<file path="src/rtl/cmp_arbiter.sv">
// cmp_arbiter: two-requester front end for one shared branch comparator.
//
// Requesters 0 and 1 each present operands and a branch funct3. In the idle state one
// request is granted. It goes to the only valid requester, or to the priority holder
// when both are valid. The granted operands are driven combinationally to the external
// comparator. Its combinational result (cmp_br_en) is captured in the same cycle. The
// captured result is held for the owning requester until that requester consumes it.
// Priority then passes to the other requester, which gives strict alternation under
// contention.
//
// Ports:
//   clk, rst                 clock; synchronous active-high reset
//   reqN_valid / reqN_ready  compare request handshake (N = 0, 1)
//   reqN_rs1, reqN_rs2       operands, sampled only in the accept cycle
//   reqN_op                  branch funct3 (beq/bne/blt/bge/bltu/bgeu)
//   cmp_rs1, cmp_rs2, cmp_op operands and op to the shared comparator (zero / beq when unused)
//   cmp_mux                  comparator mux select, always rs2_out
//   cmp_br_en                comparator result, combinational from cmp_*
//   respN_valid / respN_ready result handshake
//   respN_br_en              registered compare result
module cmp_arbiter #(
  parameter int unsigned WIDTH = 32
) (
  input  logic             clk,
  input  logic             rst,
  input  logic             req0_valid,
  output logic             req0_ready,
  input  logic [WIDTH-1:0] req0_rs1,
  input  logic [WIDTH-1:0] req0_rs2,
  input  logic [2:0]       req0_op,
  input  logic             req1_valid,
  output logic             req1_ready,
  input  logic [WIDTH-1:0] req1_rs1,
  input  logic [WIDTH-1:0] req1_rs2,
  input  logic [2:0]       req1_op,
  output logic [WIDTH-1:0] cmp_rs1,
  output logic [WIDTH-1:0] cmp_rs2,
  output logic [2:0]       cmp_op,
  output logic             cmp_mux,
  input  logic             cmp_br_en,
  output logic             resp0_valid,
  input  logic             resp0_ready,
  output logic             resp0_br_en,
  output logic             resp1_valid,
  input  logic             resp1_ready,
  output logic             resp1_br_en
);

  localparam logic [2:0] OpBeq        = 3'b000;
  localparam logic       CmpMuxRs2Out = 1'b0;

  typedef enum logic {StIdle, StResp} state_e;

  state_e state_q, state_d;
  logic   prio_q, prio_d;      // requester that wins when both are valid
  logic   owner_q, owner_d;    // requester that owns the held result
  logic   result_q, result_d;

  logic any_valid;
  logic grant;
  logic accept;
  logic is_branch;
  logic holding;
  logic owner_ready;

  // Grant and accept. Only a valid requester can be granted, so the ready output
  // doubles as the accept strobe.
  always_comb begin
    any_valid = req0_valid | req1_valid;
    // Both valid: the priority holder wins. Only one valid: that one wins. With
    // neither valid the grant is unused.
    grant     = (req0_valid & req1_valid) ? prio_q : req1_valid;
    accept    = ~rst & (state_q == StIdle) & any_valid;

    req0_ready = accept & ~grant;
    req1_ready = accept & grant;
  end

  // Comparator drive. It is non-zero only in an accept cycle.
  always_comb begin
    cmp_rs1 = '0;
    cmp_rs2 = '0;
    cmp_op  = OpBeq;
    cmp_mux = CmpMuxRs2Out;
    if (accept) begin
      cmp_rs1 = grant ? req1_rs1 : req0_rs1;
      cmp_rs2 = grant ? req1_rs2 : req0_rs2;
      cmp_op  = grant ? req1_op  : req0_op;
    end
  end

  // funct3 010 and 011 are not branches. Force their result low so that the shared
  // comparator's output for those codes is ignored.
  assign is_branch = (cmp_op[2:1] != 2'b01);

  assign owner_ready = owner_q ? resp1_ready : resp0_ready;

  // Next-state logic.
  always_comb begin
    state_d  = state_q;
    prio_d   = prio_q;
    owner_d  = owner_q;
    result_d = result_q;
    unique case (state_q)
      StIdle: begin
        if (accept) begin
          state_d  = StResp;
          owner_d  = grant;
          prio_d   = ~grant;
          result_d = cmp_br_en & is_branch;
        end
      end
      StResp: begin
        // The response is consumed here. This state raises no ready, so no accept
        // can overlap it.
        if (owner_ready) begin
          state_d = StIdle;
        end
      end
      default: state_d = StIdle;
    endcase
  end

  // Response outputs. They are gated by rst so that a reset in the hold state
  // hides the result at once.
  always_comb begin
    holding     = ~rst & (state_q == StResp);
    resp0_valid = holding & ~owner_q;
    resp1_valid = holding & owner_q;
    resp0_br_en = holding & ~owner_q & result_q;
    resp1_br_en = holding & owner_q & result_q;
  end

  always_ff @(posedge clk) begin
    if (rst) begin
      state_q  <= StIdle;
      prio_q   <= 1'b0;
      owner_q  <= 1'b0;
      result_q <= 1'b0;
    end else begin
      state_q  <= state_d;
      prio_q   <= prio_d;
      owner_q  <= owner_d;
      result_q <= result_d;
    end
  end

endmodule

</file>
<file path="config.mk">
export PLATFORM = sky130hd
export DESIGN_NAME = cmp_arbiter
export DESIGN_NICKNAME = d
export VERILOG_FILES = /design/src/rtl/cmp_arbiter.sv
export SDC_FILE = /design/constraint.sdc
export NUM_CORES = 1
export LEC_CHECK = 0
export CORE_AREA = 4 4 81 83
export CTS_CLUSTER_DIAMETER = 150
export DETAILED_ROUTE_END_ITERATION = 8
export DIE_AREA = 0 0 85 87
export DONT_BUFFER_PORTS = 1
export GPL_ROUTABILITY_DRIVEN = 1
export PLACE_DENSITY_LB_ADDON = 0.12
export SYNTH_ARGS = -nofsm -noshare
export SYNTH_HDL_FRONTEND = slang
export SYNTH_SLANG_ARGS = --single-unit
</file>
<file path="constraint.sdc">
create_clock -name clk -period 1.9 [get_ports clk]
set_input_delay 0.285 -clock clk [delete_from_list [all_inputs] [get_ports clk]]
set_output_delay 0.285 -clock clk [all_outputs]
set_load 0.1 [all_outputs]
</file>
==> qor.txt <==
Outcome -> complete, no violations
Post-synth top area cell -> a22o_1
Worst skew pair latency -> 210 ps
Tot Pwr -> 0.00176 W
Most frequent CP cell -> buf_12
CTS max path bufs -> 2
Drt wl/cell -> 26.2 um
Placer Congestion -> 0.852
Start point of the critical path -> state_q
Layout Nets -> 324
VDD IR-drop max -> 0.270 mV
Port buffer count -> 0
First-pass GRT wire length -> 8360 um
Via count of the routed design -> 1403
Initial Utilization -> 15.9%
GRT Util Overall -> 14.2%
Clock transition at the registers of the reported paths -> 30 ps
Worst hold-check path type -> in -> reg
Synth Instances -> 112
RR Startpoint -> prio_q
CTS H-Tree Depth -> 1
CP arrival -> 1600 ps
Sequential-to-total area share from yosys stat -> 8.59%
Minimum clock period -> 1890 ps
Setup TNS -> 0 ps
Reg2reg end -> result_q
Final wirelength -> 6700 um
Pwr Density -> 623 nW/um^2
Required time worst endpoint -> 1620 ps
Die area -> 7400 um^2
Crit Path Class -> reg -> out
Count of final max-slew check failures -> 0
EDFF count, synth -> 0
CP Buf/Inv Count -> 3
Yosys Warn Count -> 0
TritonCTS Sinks -> 4
Leakage power -> 1.20 nW
Vias in the first global route -> 1489
FFs w/ async S/R, synth -> 0%
Area Growth Syn to Fin -> 203%
Core area -> 5850 um^2
Max capacitance violation total -> 0
Die Span X -> 85 um
Worst Setup End Kind -> primary output
Final ANT Viol Nets -> 0
Top post-synthesis cells by area -> a22o_1 (62%), dfxtp_1 (8.6%), buf_4 (7.2%)
Worst Clk Skew -> 0.117 ps
Top delay family on crit path -> buffers and inverters
Synth top area share -> 62.0%
Flops & latches, synth -> 4
Setup violations, final -> 0
Cell Chain, Critical Path -> nand2b_4, a211oi_4, buf_6, buf_12, a22o_2, buf_12
Syn_nets -> 253
Main synth FF type -> dfxtp_1
Pre-CTS setup slack -> 23.7 ps
Worst Path Max Fanout -> 10
FF-to-FF path depth -> 7
Tcrit/Tclk final -> 99.2%
Clock Tree Root -> clkbuf_8
DR iter-0 viols -> 33
# DRC -> 0
Initial DRT Pass Iterations -> 4
Max frequency -> 530 MHz
Hold_buf cts -> 0
Synth cell types -> 21
Overflow after GRT -> 0
Largest net degree at the start of global routing -> 39
Mean number of vias per cell -> 5.48
CP max stage delay -> 330 ps
Critical-path top delay cell -> dfxtp_2
Worst setup path endpoint -> cmp_rs2[5]
Die H -> 87 um
Diode count -> 0
Row cnt -> 28
Share of layout cells above drive strength 1 -> 88.4%
Mapped Area -> 932 um^2
Post-DP HPWL -> 5210 um
CTS buffer count -> 3
R2R setup slack -> 460 ps
Unrepaired setup endpoints after global routing -> true
Initial antenna violation count -> 0
TritonCTS clock tree -> yes
# IOs -> 215
Fin worst setup slack -> 14.6 ps
Syn Area/Cell -> 8.32 um^2
Instance count on the critical path -> 6
Final Hold Viols -> 0
Setup crit start kind -> register
-- timing repair --
| item | CTS | global route |
|---|---|---|
| setup endpoints to repair | 68 | 68 |
| pin swaps | 11 | 6 |
| hold endpoints to repair | 0 | 0 |
| resized for setup | 18 | 13 |
| gates cloned | 2 | 6 |
| setup buffers | 4 | 0 |
-- power breakdown --
part           internal, W  switching [W]  total, W
clock network     0.000135      0.0000415  0.000176
registers        0.0000925     0.00000963  0.000102
logic             0.000533       0.000950   0.00148
-- synthesized netlist by cell type, types with 2 or more instances --
master	instances
buf_4	9
nor2_1	4
buf_2	6
nor2b_1	3
nand2b_1	2
a22o_1	66
a21oi_1	3
dfxtp_1	4
nand2_1	2
and2_1	2
-- layout by cell type (no fill, tap or decap), drive strengths merged --
master and count:
dfxtp 4, mux2i 1, conb 1, o21ai 1, and3 1, a21oi 3
nor3 1, nand2 2, o21bai 1, buf 77, a22oi 1, and2 2
nor3b 1, clkbuf 7, nor2b 3, nand2b 2, a22o 66, nor2 4
a211oi 1, inv 1, nand3b 1
-- cells by family after synthesis --
kind of cell           count (synthesis)  share of synthesized area (%)
and+or+nand+nor                       17                           11.1
AOI/OAI and AO/OA                     73                           67.9
muxes                                  1                           1.07
buffers and inverters                 16                           10.9
DFF                                    4                           8.59
other                                  1                          0.402
-- worst min-delay path by stage --
stage                     start      end  cells after the start
after CTS                   rst  state_q                      1
final                       rst  state_q                      1
after detailed placement    rst  owner_q                      1
after global routing        rst  state_q                      1
after global placement      rst  state_q                      1
after floorplan             rst  state_q                      1
-- metal layers --
metal  wire, um  global-route usage (%)  vias up
li1           -                       -      606
met1       2080                    13.9      650
met2       3830                    28.3      139
met3        680                    4.54        8
met4        107                    3.88        0
met5          0                       0        -
-- state kept, by name (all words and copies together), names as in the netlist --
signal / cells
result_q: 1
owner_q: 1
prio_q: 1
state_q: 1
-- metrics by stage --
stage | std cells | area (um^2) | hold slack [ps] | utilization [%]
floorplan | 112 | 1090 | 354 | -
global placement | 241 | 2420 | 358 | 41.4
detailed placement | 241 | 2420 | 363 | 41.4
CTS | 250 | 2620 | 131 | 44.7
global route | 256 | 2830 | 133 | 48.3
finish | 256 | 2830 | 136 | 48.3
-- final cells by class --
cell class,count,area [um^2]
Fill cell,487,3020
Timing Repair Buffer,81,1570
Multi-Input combinational cell,92,1040
Tap cell,75,93.8
Sequential cell,4,81.3
Clock buffer,3,41.3
Inverter,1,3.75
Power figures use the tool's default switching activity.
